===== src/rtl/vga_pixel_fifo.sv =====
// ---------------------------------------------------------------------------
// vga_pixel_fifo
//   Elastic 24-bit RGB pixel buffer sitting directly upstream of the VGA
//   colour outputs. A producer pushes pixels with a valid/ready handshake;
//   the display side pops one pixel per active-area cycle (pixel_valid) and
//   sees it on registered r/g/b exactly one clock later. A pop from an empty
//   buffer drives black and sets a sticky underflow flag.
//
// Ports
//   clk            pixel clock, sole clock domain
//   reset          asynchronous reset, active low
//   in_valid       producer has a pixel on in_data
//   in_ready       buffer accepts a pixel this cycle (level != DEPTH)
//   in_data        pixel {r[23:16], g[15:8], b[7:0]}
//   pixel_valid    pop request from the sync generator (active area)
//   r, g, b        registered colour outputs
//   out_valid      r/g/b carry a pixel popped (or blanked) last cycle
//   level          current occupancy, 0..DEPTH
//   almost_empty   level <= LOW_WATER
//   underflow      sticky, set by a pop from empty
//   underflow_clr  clears underflow (a same-cycle underflow wins)
// ---------------------------------------------------------------------------
module vga_pixel_fifo #(
  parameter int DEPTH     = 16,
  parameter int AW        = 4,
  parameter int LOW_WATER = 4
) (
  input  logic          clk,
  input  logic          reset,
  input  logic          in_valid,
  output logic          in_ready,
  input  logic [23:0]   in_data,
  input  logic          pixel_valid,
  output logic [7:0]    r,
  output logic [7:0]    g,
  output logic [7:0]    b,
  output logic          out_valid,
  output logic [AW:0]   level,
  output logic          almost_empty,
  output logic          underflow,
  input  logic          underflow_clr
);

  localparam logic [AW:0] FULL_LVL = DEPTH[AW:0];
  localparam logic [AW:0] LOW_LVL  = LOW_WATER[AW:0];
  localparam logic [AW:0] LVL_ONE  = {{AW{1'b0}}, 1'b1};
  localparam logic [AW-1:0] PTR_ONE = {{(AW-1){1'b0}}, 1'b1};

  // storage: contents are don't-care after reset, so no reset on the array
  logic [23:0]   r_mem [DEPTH];

  logic [AW-1:0] r_wr_ptr;
  logic [AW-1:0] r_rd_ptr;
  logic [AW:0]   r_level;
  logic          r_rst_done;   // low while in reset, high from first clock after
  logic [23:0]   r_pix;
  logic          r_out_valid;
  logic          r_underflow;

  logic          w_full;
  logic          w_empty;
  logic          w_push;
  logic          w_pop;
  logic          w_uflow_evt;

  // full/empty come from the level counter only; pointers just wrap
  assign w_full      = (r_level == FULL_LVL);
  assign w_empty     = (r_level == '0);

  // ready is a pure decode of registered state: no look-ahead on a pop
  assign in_ready    = r_rst_done & ~w_full;
  assign w_push      = in_valid & in_ready;
  assign w_pop       = pixel_valid & ~w_empty;
  // empty-cycle pop request; a same-cycle push does not fall through
  assign w_uflow_evt = pixel_valid & w_empty;

  // ---------------------------------------------------------------------
  // write port
  // ---------------------------------------------------------------------
  always_ff @(posedge clk) begin
    if (w_push) r_mem[r_wr_ptr] <= in_data;
  end

  // ---------------------------------------------------------------------
  // pointers and occupancy
  // ---------------------------------------------------------------------
  always_ff @(posedge clk or negedge reset) begin
    if (!reset) begin
      r_wr_ptr   <= '0;
      r_rd_ptr   <= '0;
      r_level    <= '0;
      r_rst_done <= 1'b0;
    end else begin
      r_rst_done <= 1'b1;
      if (w_push) r_wr_ptr <= r_wr_ptr + PTR_ONE;
      if (w_pop)  r_rd_ptr <= r_rd_ptr + PTR_ONE;
      case ({w_push, w_pop})
        2'b10:   r_level <= r_level + LVL_ONE;
        2'b01:   r_level <= r_level - LVL_ONE;
        default: r_level <= r_level;
      endcase
    end
  end

  // ---------------------------------------------------------------------
  // pop side: registered colour, blank on idle and on underflow
  // ---------------------------------------------------------------------
  always_ff @(posedge clk or negedge reset) begin
    if (!reset) begin
      r_pix       <= '0;
      r_out_valid <= 1'b0;
    end else begin
      r_out_valid <= pixel_valid;
      if (w_pop) r_pix <= r_mem[r_rd_ptr];
      else       r_pix <= '0;
    end
  end

  // sticky error: set has priority over clear
  always_ff @(posedge clk or negedge reset) begin
    if (!reset) begin
      r_underflow <= 1'b0;
    end else if (w_uflow_evt) begin
      r_underflow <= 1'b1;
    end else if (underflow_clr) begin
      r_underflow <= 1'b0;
    end
  end

  assign r            = r_pix[23:16];
  assign g            = r_pix[15:8];
  assign b            = r_pix[7:0];
  assign out_valid    = r_out_valid;
  assign level        = r_level;
  assign almost_empty = (r_level <= LOW_LVL);
  assign underflow    = r_underflow;

endmodule


===== config.mk =====
export PLATFORM = sky130hd
export DESIGN_NAME = vga_pixel_fifo
export DESIGN_NICKNAME = d
export VERILOG_FILES = /design/src/rtl/vga_pixel_fifo.sv
export SDC_FILE = /design/constraint.sdc
export NUM_CORES = 1
export LEC_CHECK = 0
export ABC_CLOCK_PERIOD_IN_PS = 3200
export BUFFER_PORTS_ARGS = -buffer_cell sky130_fd_sc_hd__buf_4
export CAP_MARGIN = 10
export CORE_MARGIN = 5
export CORE_UTILIZATION = 45
export DETAILED_ROUTE_END_ITERATION = 8
export PLACE_DENSITY_LB_ADDON = 0.15
export RECOVER_POWER = 100
export SLEW_MARGIN = 5
export SYNTH_ARGS = -nofsm -noshare
export SYNTH_HDL_FRONTEND = slang
export SYNTH_SLANG_ARGS = --single-unit

===== constraint.sdc =====
create_clock -name clk -period 3.2 [get_ports clk]
set_clock_uncertainty 0.1 [all_clocks]
set_input_delay 0.16 -clock clk [delete_from_list [all_inputs] [get_ports clk]]
set_output_delay 0.16 -clock clk [all_outputs]
set_load 0.01 [all_outputs]

==> flow_summary.yaml <==
outcome:
  status: "finished, final reports clean"
detailed_routing:
  routed_wl_um: 34000
  drt_iter0_drc: 684
  antenna_left: 0
  wl_per_cell_um: 25.3
  routed-via-count: 7630
  drc: 0
  via_per_inst: 5.68
  firstDrtPassIters: 5
cts:
  numCtsBuffers: 44
  htree_levels: 2
  clock_latency_ns: 0.54
  root_buffer: "clkbuf_16"
  cts.clk_slew.worst_paths_ns: 0.06
  cts_tree: "built"
  postCtsSetupBuffers: 0
  clock_sinks: 424
  clk_path_buf_depth: 3
worst_setup_path:
  ff2ff_setup_slack_ns: 0.26
  cp-end-kind: "flop"
  r2r-end: "level[4]"
  critical_path.startpoint_type: "flop"
  cp.required_ns: 3.53
  rr_startpoint: "level[2]"
  reg2reg_depth: 10
  path_max_fanout: 9
  arrival_ns: 3.27
  crit_type: "reg -> reg"
min_path:
  whs_path_depth: 3
  whs_endpoint: "underflow"
  worst_hold_path_type: "in -> reg"
  hold_start: "underflow_clr"
sta:
  final.setup.tns_ns: 0
  fin_crit_sh_pct: 91.9
  max_freq_mhz: 340
  slew_viol_final: 0
  slew_headroom_pct: 14.9
  rsz0062_at_grt: "no"
  period_needed_ns: 2.94
  hold_viol: 0
  worstMarginPinSlew_ns: 1.28
  fin_ws_ns: 0.258
  setup_viol: 0
yosys:
  syn_inst: 715
  ys_top_cells_by_area: "edfxtp_1 72%, mux4_2 14%, dfrtp_1 6.3%, a22oi_1 2.2%, a21oi_1 0.88%"
  synth_top_cell_area_share_pct: 72.2
  yosysMostFrequentCell: "edfxtp_1"
  seq_area_frac_synth_pct: 78.4
  syn_nets: 752
  yosys.area.top_type: "edfxtp_1"
  syn_area_per_cell_um2: 22.3
  dominantRegCellSynth: "edfxtp_1"
  synth_cell_types: 37
  synthTopCellsByCount: "384 x edfxtp_1, 96 x mux4_2, 46 x a22oi_1, 40 x dfrtp_1, 28 x a21oi_1"
  yosysWarnings: 0
  synth_edf_count: 384
  async_reset_ff_share_pct: 9.43
  yosys_register_bits: 424
  netlist_area_mm2: 0.0160
power_and_ir_drop:
  power_mw: 15.8
  p_per_area_mw_per_mm2: 847
  peakVddDrop_mv: 0.593
  p_leak_nw: 6.08
global_routing:
  grtUsageTotal_pct: 17.7
  grt_pass1_wl_um: 52000
  grt_pass1_vias: 8253
  grt_max_degree: 42
  antenna_found_initial: 0
  grt_overflow: 0
cells_and_area:
  finalCoreUtilization_pct: 53.0
  nNetsFinal: 884
  drive_gt1_share_pct: 23.9
  area_delta_synth_final_pct: 17.1
  fillers: 2755
  n_antenna_cell: 0
floorplan:
  num_io_pins: 62
  start_util_pct: 45.2
  core_mm2: 0.0353
  dieArea_mm2: 0.0394
  rows: 69
  chipWidth_um: 198
  die_h_um: 198
place:
  place.gp.congestion: 0.750
  dp_hpwl_um: 19500
  portBuffers: 61
  pre_cts_ws_ns: 0.278
flow_run:
  max_cap_violations: 0
## worst max path at each step
| stage | startpoint | endpoint | cells past startpoint |
|---|---|---|---|
| after floorplan | level[2] | level[4] | 12 |
| after global placement | level[2] | level[4] | 10 |
| after detailed placement | level[2] | level[4] | 10 |
| after CTS | level[2] | level[4] | 10 |
| after global routing | level[2] | level[4] | 10 |
| final | level[2] | level[4] | 10 |
## flip-flops by register name (all words and copies together), names as in the netlist
name	cells
r_mem	384
r_rst_done	1
out_valid	1
underflow	1
level	5
r_wr_ptr	4
r_rd_ptr	4
r_pix	24
## cells in the final DEF (no fill, tap or decap), drive strengths merged, types with 4 or more instances in the layout
cell	instances
edfxtp	384
clkbuf	140
dfrtp	40
inv	10
a22oi	46
and2	17
nand2	6
bufinv	6
clkinv	14
dlygate4sd3	28
buf	14
ha	8
xor2	5
a21oi	28
mux4	96
o21ai	4
xnor2	8
## final cells by class
cell class	count	area [um2]	share of cell area [%]
multi-input cells	246	3240	17.3
repair buffers	123	803	4.29
flip-flops and latches	424	12500	67.0
inverters	8	30.0	0.160
well taps	461	577	3.08
clock inverters	23	305	1.63
clock buffers	59	1230	6.56
## critical path, stage by stage (launching register included)
cell     delay (ns)
dfrtp_1        0.48
or4_4          0.60
o211a_4        0.29
inv_2          0.11
ha_1           0.33
xor2_1         0.18
ha_1           0.21
inv_1          0.06
a32oi_1        0.22
a21oi_1        0.11
xnor2_1        0.13
## repair_timing
action                     in CTS  in global routing
hold buffers                   28                  0
hold endpoints to repair      433                  0
setup endpoints to repair       0                  0
resized for setup               0                  0
## layer usage
metal  wire, um  GRT usage [%]
met1      14500           25.1
met2      17100           29.8
met3       1770           2.46
met4        636           4.15
met5          0              0
## through the flow
step | cells | instance area [um2] | hold WS, ns
floorplan | 715 | 16000 | -0.236
global placement | 1234 | 17200 | 0.135
detailed placement | 1234 | 17200 | 0.142
CTS | 1344 | 19000 | 0.118
global route | 1344 | 18700 | 0.259
finish | 1344 | 18700 | 0.246
## kinds of logic (layout without fill, tap and decap cells)
family | count (synthesis) | in the layout | share of synthesized area, %
other | 1 | 1 | 0.0235
AOI/OAI and AO/OA | 84 | 84 | 3.59
DFF | 424 | 424 | 78.4
adders and majority gates | 8 | 8 | 0.627
xor gates and xnor gates | 13 | 13 | 0.713
muxes | 98 | 98 | 13.7
buffers and inverters | 45 | 213 | 1.32
and+or+nand+nor | 42 | 42 | 1.62
## power by group
group	leakage, nW	total [mW]	switching [mW]	internal, mW
registers	3.96	6.87	0.360	6.51
logic	1.36	3.71	1.96	1.75
clock network	0.755	5.26	2.06	3.20
total	6.08	15.8	4.38	11.5
Power figures use the tool's default switching activity.
